==> config.mk <==
export PLATFORM = sky130hd
export DESIGN_NAME = bus_remap_pipe
export DESIGN_NICKNAME = d
export VERILOG_FILES = /design/src/rtl/bus_remap_pipe.sv
export SDC_FILE = /design/constraint.sdc
export NUM_CORES = 1
export LEC_CHECK = 0
export BUFFER_PORTS_ARGS = -buffer_cell sky130_fd_sc_hd__buf_2
export CAP_MARGIN = 40
export CORE_ASPECT_RATIO = 0.75
export CORE_UTILIZATION = 40
export DETAILED_ROUTE_END_ITERATION = 8
export GPL_TIMING_DRIVEN = 0
export PLACE_DENSITY_LB_ADDON = 0.12
export SETUP_SLACK_MARGIN = 0.02
export SKIP_LAST_GASP = 1
export SYNTH_ARGS = -nofsm -noshare
export SYNTH_HDL_FRONTEND = slang
export SYNTH_SLANG_ARGS = --single-unit
export TNS_END_PERCENT = 30
==> constraint.sdc <==
create_clock -name clk -period 3 [get_ports clk]
set_input_delay 0.3 -clock clk [delete_from_list [all_inputs] [get_ports clk]]
set_output_delay 0.3 -clock clk [all_outputs]
set_load 0.02 [all_outputs]
==> src/rtl/bus_remap_pipe.sv <==
// -----------------------------------------------------------------------------
// bus_remap_pipe
//
// Purpose:
//   Multi-channel bus remapper followed by a small elastic FIFO. Each accepted
//   word carries CHANNELS buses of WIDTH bits; bus bits are declared
//   [LO+WIDTH-1:LO] (LO may be negative). At push time the word is transformed
//   according to in_mode (PASS, REVERSE, TIE, SWAP), and the transformed word
//   is stored. Queued words are emitted in strict FIFO order.
//
// Ports:
//   clk        rising-edge clock
//   rst        synchronous, active-high reset (flushes the FIFO)
//   in_valid   producer has a word on in_data
//   in_ready   FIFO can accept a word (depends on level only)
//   in_data    CHANNELS*WIDTH input word, channel c at [c*WIDTH +: WIDTH]
//   in_mode    0 PASS, 1 REVERSE, 2 TIE, 3 SWAP
//   const_val  tie-off value used in TIE mode
//   chan_mask  channels replaced by const_val in TIE mode
//   out_valid  FIFO head is valid
//   out_ready  consumer accepts the head
//   out_data   transformed head word, zero when the FIFO is empty
//   level      current FIFO occupancy
//
// Handshake: a transfer happens on a rising edge where valid and ready are
// both high. push = in_valid & in_ready, pop = out_valid & out_ready. A
// producer seeing in_ready low keeps in_valid and its data stable; in_ready
// never looks at out_ready, so a full FIFO refuses a push even while popping.
// -----------------------------------------------------------------------------
module bus_remap_pipe #(
    parameter int WIDTH    = 5,
    parameter int LO       = -2,
    parameter int CHANNELS = 2,
    parameter int DEPTH    = 2,
    parameter int LVLW     = $clog2(DEPTH + 1)
) (
    input  logic                         clk,
    input  logic                         rst,
    input  logic                         in_valid,
    output logic                         in_ready,
    input  logic [CHANNELS*WIDTH-1:0]    in_data,
    input  logic [1:0]                   in_mode,
    input  logic [WIDTH-1:0]             const_val,
    input  logic [CHANNELS-1:0]          chan_mask,
    output logic                         out_valid,
    input  logic                         out_ready,
    output logic [CHANNELS*WIDTH-1:0]    out_data,
    output logic [LVLW-1:0]              level
);

    localparam int HI   = LO + WIDTH - 1;
    localparam int PTRW = (DEPTH > 1) ? $clog2(DEPTH) : 1;

    localparam logic [1:0] MODE_PASS    = 2'd0;
    localparam logic [1:0] MODE_REVERSE = 2'd1;
    localparam logic [1:0] MODE_TIE     = 2'd2;
    localparam logic [1:0] MODE_SWAP    = 2'd3;

    localparam logic [LVLW-1:0] LVL_FULL = LVLW'(DEPTH);
    localparam logic [PTRW-1:0] PTR_LAST = PTRW'(DEPTH - 1);

    logic [CHANNELS*WIDTH-1:0] xf_data;
    logic                      push;
    logic                      pop;

    logic [PTRW-1:0]           wr_ptr_q, wr_ptr_d;
    logic [PTRW-1:0]           rd_ptr_q, rd_ptr_d;
    logic [LVLW-1:0]           level_q,  level_d;

    logic [CHANNELS*WIDTH-1:0] mem_q [DEPTH];

    // Transform of the word currently on the input, using this cycle's
    // mode/const_val/chan_mask. Only the pushed result is stored, so later
    // changes of these inputs never reach queued words.
    always_comb begin
        xf_data = in_data;
        case (in_mode)
            MODE_PASS: begin
                xf_data = in_data;
            end
            MODE_REVERSE: begin
                // Declared bit LO+k takes declared bit HI-k. Physical bit
                // position of declared index i is (i - LO), so LO cancels and
                // this is a plain bit reversal within each channel.
                for (int c = 0; c < CHANNELS; c++) begin
                    for (int k = 0; k < WIDTH; k++) begin
                        xf_data[c*WIDTH + ((LO + k) - LO)] = in_data[c*WIDTH + ((HI - k) - LO)];
                    end
                end
            end
            MODE_TIE: begin
                for (int c = 0; c < CHANNELS; c++) begin
                    xf_data[c*WIDTH +: WIDTH] = chan_mask[c] ? const_val
                                                             : in_data[c*WIDTH +: WIDTH];
                end
            end
            MODE_SWAP: begin
                for (int c = 0; c < CHANNELS; c++) begin
                    xf_data[c*WIDTH +: WIDTH] = in_data[(CHANNELS-1-c)*WIDTH +: WIDTH];
                end
            end
            default: begin
                xf_data = in_data;
            end
        endcase
    end

    assign in_ready = (level_q != LVL_FULL);
    assign out_valid = (level_q != '0);
    assign push = in_valid & in_ready;
    assign pop  = out_valid & out_ready;

    // Pointers wrap explicitly at DEPTH-1 so non-power-of-2 depths work.
    always_comb begin
        wr_ptr_d = wr_ptr_q;
        rd_ptr_d = rd_ptr_q;
        level_d  = level_q;
        if (push) begin
            wr_ptr_d = (wr_ptr_q == PTR_LAST) ? '0 : wr_ptr_q + PTRW'(1);
        end
        if (pop) begin
            rd_ptr_d = (rd_ptr_q == PTR_LAST) ? '0 : rd_ptr_q + PTRW'(1);
        end
        case ({push, pop})
            2'b10:   level_d = level_q + LVLW'(1);
            2'b01:   level_d = level_q - LVLW'(1);
            default: level_d = level_q;
        endcase
    end

    always_ff @(posedge clk) begin
        if (rst) begin
            wr_ptr_q <= '0;
            rd_ptr_q <= '0;
            level_q  <= '0;
        end else begin
            wr_ptr_q <= wr_ptr_d;
            rd_ptr_q <= rd_ptr_d;
            level_q  <= level_d;
        end
    end

    // Storage holds no reset: entries are only visible through out_valid.
    always_ff @(posedge clk) begin
        if (push) begin
            mem_q[wr_ptr_q] <= xf_data;
        end
    end

    assign out_data = out_valid ? mem_q[rd_ptr_q] : '0;
    assign level    = level_q;

endmodule
==> out/metrics.yaml <==
grt_pass1_wl_um: 4700
wl_um: 2870
cts.sinks: 25
setup_viol: 0
post_cts_buffers: 0
final_max_slew_viol_count: 0
numPlacedInstances: 201
cts_resized: 0
antenna_left: 0
powerDensity_mw_per_mm2: 746
synth_nets: 151
r2r_end: "level[1]"
synth_cell_type_count: 31
crit_path_start_kind: "flop"
antenna_found_initial: 0
cts_root_buffer: "clkbuf_8"
rsz0062_at_grt: "no"
tightest_slew_ns: 0.499
syn_inst: 127
critPathKind: "reg2out"
htreeDepth: 1
gr-usage-all-layers_pct: 16.8
tns_ns: 0
yosysWarnings: 0
p_comb_share_pct: 44.7
synth_enable_flop_cells: 20
leakage_nw: 0.695
via_count: 1097
nets: 190
arrival_ns: 1.44
clk_pin_slew_ns: 0.09
initialDrtViolationCount: 68
ios: 37
seqPwrFrac_pct: 39.2
die_w_um: 70.1
crit_fanout: 10
worstSkewPairLatency_ns: 0.27
required_ns: 2.70
intPower_uw: 753
area_delta_synth_final_pct: 19.3
start_util_pct: 42.1
yosysSeqAreaShare_pct: 50.3
cts_tree: "done"
r2r_slack_ns: 1.36
hold_violations: 0
synth_area_sq_mm: 0.00139
die_area_sq_mm: 0.00372
reg2reg_depth: 5
clockBufferDepth: 2
hpwlAfterDp_um: 2190
cts_hold_buf: 0
num_rows: 18
grt_overflow_total: 0
min_period_ns: 1.74
p_sw_share_pct: 39.2
clkPwrFrac_pct: 16.1
ys_seq_elements: 25
grt_max_degree: 16
syn_avg_cell_area_sq_um: 11.0
max_freq_mhz: 574
ys.flop_type: "edfxtp_1"
switching_power_uw: 486
synth_largest_area_cell: "edfxtp_1"
num_antenna_cells: 0
portBuffers: 34
core_sq_mm: 0.00331
startpoint: "level[0]"
post-route-period-util_pct: 58.0
status: "finished clean"
relSlewSlack_pct: 66.8
synth.top_cell.area_share_pct: 43.1
synth-async-reset-ratio_pct: 0
hold_class: "in2reg"
numCtsBuffers: 3
gp_congestion: 0.898
drc_errors: 0
firstDrtPassIters: 4
final_layout_size_suffix_gt1_share_pct: 29.1
vias_per_cell: 5.35
ir_drop_v: 0.000274
instances_no_fill: 205
worst_clock_skew_ns: 0.00910
r2r_start: "level[0]"
fin_util_pct: 50.2
synthTopCellsByArea: "edfxtp_1, mux2i_1, dfxtp_1"
crit_end: "out_data[1]"
cp-end-kind: "output port"
wl_per_cell_um: 14.0
grt_pass1_vias: 990
die_h_um: 53.1
drv_cap: 0
holdWs_ns: 0.244
==> worst min-delay path by stage <==
| stage | endpoint | start | cells after the start |
|---|---|---|---|
| floorplan | level[1] | rst | 1 |
| global placement | rd_ptr_q | rd_ptr_q | 2 |
| detailed placement | rd_ptr_q | rd_ptr_q | 2 |
| CTS | level[1] | rst | 2 |
| global route | level[1] | rst | 2 |
| finish | level[1] | rst | 2 |
==> routing by layer <==
metal | track usage [%] | routed length [um]
met4 | 7.00 | 35
met2 | 26.6 | 1220
met3 | 1.90 | 143
met1 | 23.6 | 1470
met5 | 0 | 0
==> Yosys cell counts, drive strengths merged (2+ instances only) <==
| master | count |
|---|---|
| xor2 | 2 |
| a32oi | 2 |
| edfxtp | 20 |
| inv | 5 |
| nor2 | 22 |
| nand2b | 5 |
| nor2b | 3 |
| o21ai | 7 |
| a22o | 8 |
| mux2i | 14 |
| buf | 7 |
| nand3 | 3 |
| dfxtp | 5 |
| a221o | 4 |
| a21oi | 5 |
==> sequential cells by signal, summed over array words and instances (netlist names), named ones only <==
| name | cells |
|---|---|
| wr_ptr_q | 1 |
| mem_q | 20 |
| rd_ptr_q | 1 |
| level | 2 |
==> layout make-up <==
cell class | instances | area [sq um]
fillers | 303 | 1650
flip-flops and latches | 25 | 701
multi-input cells | 89 | 628
repair buffers | 34 | 170
well taps | 40 | 50.0
plain buffers | 8 | 45.0
clock buffers | 3 | 41.3
inverters | 5 | 18.8
clock inverters | 1 | 7.51
==> critical path: stages, from the launching register on <==
cell,delay [ns]
dfxtp_1,0.38
nor2_1,0.15
clkbuf_1,0.37
nor2_1,0.10
buf_2,0.17
==> cell usage in the layout, fill, tap and decap left out <==
cell | synthesis | routed
clkbuf_1 | 1 | 1
inv_1 | 5 | 5
a21bo_2 | 1 | 1
o21ai_0 | 7 | 7
nor2b_1 | 3 | 3
o221ai_1 | 1 | 1
o21bai_1 | 1 | 1
nor2_1 | 22 | 22
a32oi_1 | 2 | 2
mux2_4 | 1 | 1
a211oi_1 | 1 | 1
clkbuf_8 | 0 | 3
edfxtp_1 | 20 | 20
nand3b_1 | 1 | 1
a221o_1 | 4 | 4
and3_1 | 1 | 1
buf_2 | 6 | 40
nand2b_1 | 5 | 5
ha_1 | 1 | 1
xor2_1 | 2 | 2
o311ai_0 | 1 | 1
a22o_1 | 8 | 8
dfxtp_1 | 5 | 5
mux2i_1 | 14 | 14
mux4_2 | 1 | 1
buf_6 | 1 | 1
o311a_1 | 1 | 1
xnor2_1 | 1 | 1
nand3_1 | 3 | 3
nand2_1 | 1 | 1
clkinvlp_4 | 0 | 1
or3_1 | 1 | 1
a21oi_1 | 5 | 5
==> power by group through the flow <==
| stage | clock [mW] | sequential (mW) | combinational [mW] |
|---|---|---|---|
| CTS | 0.206 | 0.487 | 0.564 |
| detailed placement | 0 | 0.494 | 0.563 |
| finish | 0.200 | 0.486 | 0.553 |
| global route | 0.219 | 0.497 | 0.615 |
| global placement | 0 | 0.490 | 0.552 |
| floorplan | 0 | 0.502 | 0.380 |
==> per-stage QoR <==
step / instance area (sq um) / power [mW] / setup slack [ns]
after global placement: 1610 / 1.04 / 1.41
after floorplan: 1390 / 0.882 / 1.20
after global routing: 1660 / 1.33 / 1.08
final: 1660 / 1.24 / 1.26
after CTS: 1660 / 1.26 / 1.18
after detailed placement: 1610 / 1.06 / 1.38
==> kinds of logic after synthesis <==
family | count (synthesis) | synth area share, %
AOI/OAI and AO/OA | 32 | 17.3
adders and majority gates | 1 | 0.898
xor gates and xnor gates | 3 | 1.89
muxes | 16 | 12.8
DFF | 25 | 50.3
and+or+nand+nor | 37 | 12.3
buffers and inverters | 13 | 4.58
Note: power is estimated with default switching activity, not from simulation.
